`config.mk`:
```
export PLATFORM = sky130hd
export DESIGN_NAME = sisc_exec_ctrl
export DESIGN_NICKNAME = d
export VERILOG_FILES = /design/src/rtl/sisc_pkg.sv /design/src/rtl/sisc_alu_core.sv /design/src/rtl/sisc_exec_ctrl.sv
export SDC_FILE = /design/constraint.sdc
export NUM_CORES = 1
export LEC_CHECK = 0
export BUFFER_PORTS_ARGS = -buffer_cell sky130_fd_sc_hd__buf_2
export CORE_ASPECT_RATIO = 1.4
export CORE_UTILIZATION = 35
export DETAILED_ROUTE_END_ITERATION = 7
export PLACE_DENSITY = 0.57
export SKIP_LAST_GASP = 1
export SLEW_MARGIN = 40
export SYNTH_ARGS = -nofsm -noshare
export SYNTH_HDL_FRONTEND = slang
export SYNTH_SLANG_ARGS = --single-unit
```
`constraint.sdc`:
```
create_clock -name clk -period 9.5 [get_ports clk]
set_input_delay 0 -clock clk [delete_from_list [all_inputs] [get_ports clk]]
set_output_delay 0 -clock clk [all_outputs]
set_load 0.05 [all_outputs]
```
`src/rtl/sisc_pkg.sv`:
```
// Shared definitions for the SISC execution/control slice: opcodes, ALU
// function codes, operand-select codes, FSM states and condition-code layout.
package sisc_pkg;

  localparam int unsigned XLEN    = 32;
  localparam int unsigned OPC_W   = 4;
  localparam int unsigned FN_W    = 4;
  localparam int unsigned REG_W   = 4;
  localparam int unsigned IMM_W   = 16;
  localparam int unsigned CC_W    = 4;
  localparam int unsigned SHAMT_W = 5;

  localparam logic [OPC_W-1:0] OPC_NOP   = 4'h0;
  localparam logic [OPC_W-1:0] OPC_ALU_R = 4'h1;
  localparam logic [OPC_W-1:0] OPC_ALU_I = 4'h2;
  localparam logic [OPC_W-1:0] OPC_HLT   = 4'hF;

  localparam logic [FN_W-1:0] FN_ADD = 4'h1;
  localparam logic [FN_W-1:0] FN_SUB = 4'h2;
  localparam logic [FN_W-1:0] FN_NOT = 4'h3;
  localparam logic [FN_W-1:0] FN_OR  = 4'h4;
  localparam logic [FN_W-1:0] FN_AND = 4'h5;
  localparam logic [FN_W-1:0] FN_XOR = 4'h6;
  localparam logic [FN_W-1:0] FN_SHR = 4'h7;
  localparam logic [FN_W-1:0] FN_SHL = 4'h8;

  localparam int unsigned CC_C = 3;
  localparam int unsigned CC_V = 2;
  localparam int unsigned CC_N = 1;
  localparam int unsigned CC_Z = 0;

  typedef enum logic [1:0] {
    ALU_OP_REG = 2'b00,
    ALU_OP_IMM = 2'b01
  } alu_op_t;

  typedef enum logic [2:0] {
    ST_START0    = 3'd0,
    ST_START1    = 3'd1,
    ST_FETCH     = 3'd2,
    ST_DECODE    = 3'd3,
    ST_EXECUTE   = 3'd4,
    ST_MEM       = 3'd5,
    ST_WRITEBACK = 3'd6,
    ST_HALT      = 3'd7
  } state_t;

  // Instruction word layout; rt overlays the top nibble of imm.
  typedef struct packed {
    logic [OPC_W-1:0] opcode;
    logic [FN_W-1:0]  mm;
    logic [REG_W-1:0] rd;
    logic [REG_W-1:0] rs;
    logic [IMM_W-1:0] imm;
  } instr_t;

  function automatic logic [XLEN-1:0] sext_imm(input logic [IMM_W-1:0] imm);
    return {{(XLEN-IMM_W){imm[IMM_W-1]}}, imm};
  endfunction

endpackage

```
`src/rtl/sisc_alu_core.sv`:
```
// Combinational 32-bit ALU with C/V/N/Z generation; C and V are only
// meaningful for ADD and SUB and read as zero otherwise.
module sisc_alu_core
  import sisc_pkg::*;
(
  input  logic [XLEN-1:0] i_a,
  input  logic [XLEN-1:0] i_b,
  input  logic [FN_W-1:0] i_fn,
  output logic [XLEN-1:0] o_result,
  output logic [CC_W-1:0] o_cc
);

  logic [XLEN:0]   w_add;
  logic [XLEN:0]   w_sub;
  logic [XLEN-1:0] w_result;
  logic            w_c;
  logic            w_v;

  // SUB is A + ~B + 1 so the carry out means "no borrow".
  assign w_add = {1'b0, i_a} + {1'b0, i_b};
  assign w_sub = {1'b0, i_a} + {1'b0, ~i_b} + (XLEN+1)'(1);

  always_comb begin
    w_result = '0;
    w_c      = 1'b0;
    w_v      = 1'b0;
    case (i_fn)
      FN_ADD: begin
        w_result = w_add[XLEN-1:0];
        w_c      = w_add[XLEN];
        w_v      = (i_a[XLEN-1] == i_b[XLEN-1]) && (w_add[XLEN-1] != i_a[XLEN-1]);
      end
      FN_SUB: begin
        w_result = w_sub[XLEN-1:0];
        w_c      = w_sub[XLEN];
        w_v      = (i_a[XLEN-1] != i_b[XLEN-1]) && (w_sub[XLEN-1] != i_a[XLEN-1]);
      end
      FN_NOT:  w_result = ~i_a;
      FN_OR:   w_result = i_a | i_b;
      FN_AND:  w_result = i_a & i_b;
      FN_XOR:  w_result = i_a ^ i_b;
      FN_SHR:  w_result = i_a >> i_b[SHAMT_W-1:0];
      FN_SHL:  w_result = i_a << i_b[SHAMT_W-1:0];
      default: w_result = '0;
    endcase
  end

  assign o_result     = w_result;
  assign o_cc[CC_C]   = w_c;
  assign o_cc[CC_V]   = w_v;
  assign o_cc[CC_N]   = w_result[XLEN-1];
  assign o_cc[CC_Z]   = (w_result == '0);

endmodule

```
`src/rtl/sisc_exec_ctrl.sv`:
```
// SISC execution/control slice: instruction sequencer FSM, ALU instance and
// write-back selector. Control outputs decode directly from state and opcode.
module sisc_exec_ctrl
  import sisc_pkg::*;
#(
  parameter int unsigned DATA_W = 32
)(
  input  logic              clk,
  input  logic              rst_f,
  input  logic [31:0]       instruction,
  input  logic [DATA_W-1:0] rsa,
  input  logic [DATA_W-1:0] rsb,
  input  logic [DATA_W-1:0] mem_data,
  output logic [DATA_W-1:0] alu_result,
  output logic [3:0]        cc,
  output logic              stat_en,
  output logic              rf_we,
  output logic [1:0]        alu_op,
  output logic              wb_sel,
  output logic              rb_sel,
  output logic [DATA_W-1:0] write_data,
  output logic [2:0]        state
);

  instr_t          w_instr;
  state_t          r_state;
  state_t          w_next_state;
  alu_op_t         w_alu_op;
  logic            w_is_alu;
  logic            w_stat_en;
  logic            w_rf_we;
  logic [XLEN-1:0] w_alu_b;
  logic [XLEN-1:0] w_alu_result;
  logic [CC_W-1:0] w_cc;
  logic            w_wb_sel;
  logic            w_unused;

  assign w_instr  = instr_t'(instruction);
  assign w_is_alu = (w_instr.opcode == OPC_ALU_R) || (w_instr.opcode == OPC_ALU_I);
  // Register specifiers are consumed by the register file, not here.
  assign w_unused = ^{w_instr.rd, w_instr.rs};

  always_ff @(posedge clk) begin
    if (rst_f) r_state <= ST_START0;
    else       r_state <= w_next_state;
  end

  always_comb begin
    w_next_state = r_state;
    w_stat_en    = 1'b0;
    w_rf_we      = 1'b0;
    w_alu_op     = ALU_OP_REG;
    if (w_instr.opcode == OPC_ALU_I) w_alu_op = ALU_OP_IMM;
    case (r_state)
      ST_START0:    w_next_state = ST_START1;
      ST_START1:    w_next_state = ST_FETCH;
      ST_FETCH:     w_next_state = ST_DECODE;
      ST_DECODE:    w_next_state = (w_instr.opcode == OPC_HLT) ? ST_HALT : ST_EXECUTE;
      ST_EXECUTE: begin
        w_next_state = ST_MEM;
        w_stat_en    = w_is_alu;
      end
      ST_MEM:       w_next_state = ST_WRITEBACK;
      ST_WRITEBACK: begin
        w_next_state = ST_FETCH;
        w_rf_we      = w_is_alu;
      end
      ST_HALT:      w_next_state = ST_HALT;
      default:      w_next_state = ST_START0;
    endcase
  end

  assign w_alu_b = (w_alu_op == ALU_OP_IMM) ? sext_imm(w_instr.imm) : XLEN'(rsb);

  sisc_alu_core u_alu (
    .i_a      (XLEN'(rsa)),
    .i_b      (w_alu_b),
    .i_fn     (w_instr.mm),
    .o_result (w_alu_result),
    .o_cc     (w_cc)
  );

  // Memory write-back is not wired up in this revision.
  assign w_wb_sel = 1'b0;

  assign alu_result = DATA_W'(w_alu_result);
  assign cc         = w_cc;
  assign stat_en    = w_stat_en;
  assign rf_we      = w_rf_we;
  assign alu_op     = w_alu_op;
  assign wb_sel     = w_wb_sel;
  assign rb_sel     = 1'b0;
  assign write_data = w_wb_sel ? mem_data : alu_result;
  assign state      = r_state;

endmodule

```
# After elaboration in Yosys (flattened, before gate mapping)
# Index checks and enable logic that the tools add are counted.
[op_classes] addsub=3 bitwise=5 n_reduce_logical=6 eq_ne=23 muxes=9 shifts=2
[op_table] cell="$pmux W32 S8" n=1
[op_table] cell="$add A32 B32 Y33" n=2
[op_table] cell="$not A32 Y32" n=2
[op_table] cell="$add A33 B1 Y33 const B" n=1
[op_table] cell="$and A32 B32 Y32" n=1
[op_table] cell="$logic_not A32 Y1" n=1
[op_table] cell="$mux W32" n=1
[op_table] cell="$or A32 B32 Y32" n=1
[op_table] cell="$shl A32 B5 Y32" n=1
[op_table] cell="$shr A32 B5 Y32" n=1
[op_table] cell="$xor A32 B32 Y32" n=1
[op_table] cell="$pmux W3 S7" n=1
[op_table] cell="$eq A4 B3 Y1 const B" n=4
[op_table] cell="$eq A3 B3 Y1 const B" n=4
[op_table] cell="$eq A4 B2 Y1 const B" n=3
[op_table] cell="$eq A4 B1 Y1 const B" n=2
[op_table] cell="$eq A4 B4 Y1 const B" n=2
[op_table] cell="$eq A3 B2 Y1 const B" n=2
[op_table] cell="$pmux W1 S2" n=2
[op_table] cell="$eq A3 B1 Y1 const B" n=1
[op_table] cell="$logic_not A3 Y1" n=1
[op_table] cell="$mux W1" n=3
[op_table] cell="$ne A1 B1 Y1" n=3
[op_table] cell="$eq A2 B1 Y1 const B" n=1
[op_table] cell="5 further kinds" n=6
[word_totals] elab_cells=49 inputBits=130 ff_bits=3 output_inout_bits=77

# Longest topological paths before layout
[logic_depth] depth_word=10 depth_mapped=23

# Hierarchy
# From an unflattened synthesis, not the netlist that was laid out.
[hier_totals] hier_cells=1466 hier_area_um2=10289.9
[modules_own_cells] module="sisc_alu_core" cells_per_inst=1377 instances=1 area_each_um2=9447.8
[modules_own_cells] module="sisc_exec_ctrl" cells_per_inst=89 instances=1 area_each_um2=842.1

# Least setup slack after synthesis
# OpenSTA, ideal clock, no wires.
[synth_timing] path_type="input to output" start="input port instruction[28]" end="output port cc[0]" slack_ns=3.260 stages=21 required_time_ns=9.500 arrival_ns=6.240 path_buffers=5 path_cell_list="or4b_1 -> buf_4 -> mux2i_4 -> inv_2 -> buf_2 -> buf_1 -> clkbuf_1 -> ha_1 -> clkbuf_1 -> nor3b_1 -> nor4_1 -> or4_1 -> and2_1 -> a221o_1 -> a221oi_1 -> o211ai_1 -> or4_1 -> nor4_1 -> nand4_1 -> nor4_1 -> and4bb_1"
[synth_between] elab_chain_len=9
[synth_rtl] item="from (decl)" line="sisc_exec_ctrl.sv:10" rtl="input logic [31:0] instruction,"
[synth_rtl] item="$eq A4 B2 Y1 *" line="sisc_exec_ctrl.sv:53" rtl="if (w_instr.opcode == OPC_ALU_I) w_alu_op = ALU_OP_IMM;"
[synth_rtl] item="$mux W1 *" line="sisc_exec_ctrl.sv:53"
[synth_rtl] item="$eq A2 B1 Y1 *" line="sisc_exec_ctrl.sv:73" rtl="assign w_alu_b = (w_alu_op == ALU_OP_IMM) ? sext_imm(w_instr.imm) : XLEN'(rsb);"
[synth_rtl] item="$mux W32 *" line="sisc_exec_ctrl.sv:73"
[synth_rtl] item="$not A32 Y32" line="sisc_alu_core.sv:21" rtl="assign w_sub = {1'b0, i_a} + {1'b0, ~i_b} + (XLEN+1)'(1);"
[synth_rtl] item="$add A32 B32 Y33" line="sisc_alu_core.sv:21"
[synth_rtl] item="$add A33 B1 Y33" line="sisc_alu_core.sv:21"
[synth_rtl] item="$pmux W32 S8 *" line="sisc_alu_core.sv:27" rtl="case (i_fn)"
[synth_rtl] item="via alu_result[5]" line="sisc_exec_ctrl.sv:14" rtl="output logic [DATA_W-1:0] alu_result,"
[synth_rtl] item="$logic_not A32 Y1 *" line="sisc_alu_core.sv:52" rtl="assign o_cc[CC_Z] = (w_result == '0);"
[synth_rtl] item="to (decl)" line="sisc_exec_ctrl.sv:15" rtl="output logic [3:0] cc,"
# Mark *: on every way through the listed nets, which the timed path passes. The rest lies on a longest branch.

# Worst setup path in the final report
[layout_timing] start="input port instruction[28]" end="output port cc[0]"
[layout_between] elab_chain_len=9
[layout_rtl] item="$eq A4 B2 Y1 *" line="sisc_exec_ctrl.sv:53"
[layout_rtl] item="$mux W1 *" line="sisc_exec_ctrl.sv:53"
[layout_rtl] item="$eq A2 B1 Y1 *" line="sisc_exec_ctrl.sv:73"
[layout_rtl] item="$mux W32 *" line="sisc_exec_ctrl.sv:73"
[layout_rtl] item="$not A32 Y32" line="sisc_alu_core.sv:21"
[layout_rtl] item="$add A32 B32 Y33" line="sisc_alu_core.sv:21"
[layout_rtl] item="$add A33 B1 Y33" line="sisc_alu_core.sv:21"
[layout_rtl] item="$pmux W32 S8 *" line="sisc_alu_core.sv:27"
[layout_rtl] item="$logic_not A32 Y1 *" line="sisc_alu_core.sv:52"
# Mark *: on every way between the ends. The rest lies on a longest branch, timed or not.

==> flow_summary.toml <==
[detailed_routing]
avgRoutedWirePerCell_microns = 26.8
vias = 13260
antenna_left = 0
vias_per_cell = 6.67
firstDrtPassIters = 6
wirelength_mm = 53.2
route.detailed.drc = 0
drtIter0Drc = 1436

[logic_synthesis]
yosysMostFrequentCell = "nand2_1"
synth-edff-count = 0
syn_avg_cell_area_sq_um = 6.37
synthArstFlopShare = 0
synth_seq_area_share = 0.00600
synth_top_family_by_area = "compound AO/OA/AOI/OAI gates"
yosysWarnings = 0
synth_compound_area_frac = 0.367
synth_flop_cell = "dfxtp_1"
synth_cell_types = 85
synth_top_cell_by_area = "ha_1"
synth.area.top_cells = "ha_1 12%, mux2i_1 8.4%, nand2_1 7.8%"
synth_common_cells = "209 x nand2_1, 134 x a21oi_1, 134 x nor2_1, 99 x ha_1, 87 x inv_1"
yosys.area_share.simple = 0.268
synthAdderAreaFrac = 0.126
yosysTopAreaCellShare = 0.124
synth.area.mux_share = 0.109
synth_xor_xnor_area_share = 0.0149
syn_area_sq_um = 10000
ys_seq_elements = 3
synth_cells = 1571

[flow_run]
drv_cap = 0

[finish]
num-nets-final = 1850
num_antenna_cells = 0
drive_above_1_share = 0.147
syn2layout_area_growth_pct = 8.73

[floorplan]
rows = 72
io_pins = 207
dieHeight_microns = 202
core_sq_um = 27800
die-area_sq_um = 29300
start_util = 0.359
dieWidth_microns = 145

[setup_path]
path_class = "input port to output port"
critPathLaunchType = "input port"
end_kind = "output port"
crit_arrival_ns = 7.34
crit_path_max_fanout = 35
cp.required_ns = 9.50

[placed_design]
hpwl_mm = 41.7
portBuffers = 163
pre_cts_ws_ns = 2.22
place_congestion = 1.02

[clocking]
clk_pin_slew_worst_paths_ns = 0.03
clockBufferDepth = 2
post_cts_buffers = 0
htreeDepth = 1
cts_root_buffer = "clkbuf_16"
cts_tree = "done"
clock-sinks = 3
clkLatencyLatePin_ns = 0.22
numCtsBuffers = 3
ctsResizeCount = 0

[grt]
met2_usage = 0.609
track_usage = 0.351
grt_max_degree = 53
antenna_found_initial = 0
use_met3 = 0.0354
grt_pass1_wl_mm = 79.0
overflow = 0
grt_pass1_vias = 12367
grt_util_met1 = 0.397
grt-busiest-layer = "met2"

[timing]
setup-violations-final = 0
grt_setup_unrepaired = "no"
max_freq_mhz = 136
worstMarginPinSlew_ns = 0.895
finalSetupTns_ns = 0
period_needed_ns = 7.34
fin_crit_sh = 0.772
max_slew_margin = 0.386
worst_slack_ns = 2.16
worst_clock_skew_ns = 0.00272
maxSlewViolCount = 0
hold_violations = 0

[power_and_ir_drop]
p_leak_nw = 4.96
power_density_nw_per_um2 = 91.5
vdd_drop_max_mv = 0.0754

[outcome]
status = "complete, no violations"

[hold_path]
hold_path_class = "input port to flip-flop"
-- path summary, 6_finish.rpt --
kind,depth (start not counted),startpoint,slack (ns),end
hold / removal,4,instruction[29],0.26,state[1]
setup / recovery,19,instruction[28],2.16,cc[0]
setup reg to reg,3,flip-flop,8.60,state[0]
hold reg to reg,2,flip-flop,0.51,flip-flop
-- critical path, stage by stage --
cell	delay, ns
buf_2	0.12
or4b_2	0.96
buf_4	0.36
mux2i_4	0.18
buf_4	0.42
inv_2	0.31
ha_1	0.47
and2_1	0.21
a221oi_1	0.59
a21oi_1	0.25
o21ai_0	0.54
o21ai_0	0.21
or4_1	0.52
or4bb_1	0.52
nor4_1	0.51
nand4_1	0.31
nor4_1	0.33
and4bb_1	0.21
buf_2	0.26
-- routing by layer --
layer  wire length [microns]  share of wire  vias to the layer above
met5                       0              0                        -
met4                    4690          0.088                        0
met3                    3680          0.069                      237
met2                   25000           0.47                      833
met1                   19800           0.37                     6266
li1                        -              -                     5924
-- power by group --
| part | internal (mW) | switching [mW] | total (mW) |
|---|---|---|---|
| clock | 0.0554 | 0.0115 | 0.0669 |
| combinational | 0.255 | 0.658 | 0.913 |
| sequential | 0.0137 | 0.00147 | 0.0152 |
-- cell type report --
class / count / area (sq um)
well taps: 370 / 463
multi-input cells: 1329 / 8910
flip-flops and latches: 3 / 60.1
clock buffers: 4 / 78.8
inverters: 94 / 355
repair buffers: 189 / 1010
fillers: 3081 / 17000
-- what timing repair did --
item                                    in CTS  in global routing
hold endpoints to repair                     3                  0
endpoints found under the setup margin       0                  0
hold buffers                                 1                  0
-- placed cells by master, fill, tap and decap left out, types with 13 or more instances in the layout --
master    count
a211oi_1     43
a21o_1       24
a21oi_1     134
a221oi_1     14
a22oi_1      27
a31oi_1      14
and2_1       13
buf_2       163
buf_4        25
ha_1         99
inv_1        87
mux2i_1      84
nand2_1     209
nand2b_1     23
nand3_1      39
nand4_1      20
nor2_1      130
nor2b_1      13
nor3_1       44
nor4_1       17
o211ai_1     27
o21ai_0      66
o221ai_1     21
o22ai_1      33
o31ai_1      15
xnor2_1      14
-- through the flow --
step | std cells | util | total power, mW | hold slack, ns | cell area [sq um]
3_5_place_dp | 1984 | 0.387 | 0.901 | 0.201 | 10800
6_report | 1989 | 0.391 | 0.995 | 0.264 | 10900
5_1_grt | 1989 | 0.391 | 1.05 | 0.304 | 10900
4_1_cts | 1989 | 0.391 | 0.973 | 0.266 | 10900
2_1_floorplan | 1573 | - | 0.665 | 0.0691 | 10000
3_3_place_gp | 1984 | 0.387 | 0.899 | 0.191 | 10800
-- kinds of logic (layout without fill, tap and decap cells) --
family,count (synthesis),count (layout)
flops,3,3
simple gates,571,571
xor+xnor,17,17
compound gates,537,537
fa+ha+maj,100,100
other cells,1,3
mux,101,101
buf+inv,241,287
Power figures use the tool's default switching activity.
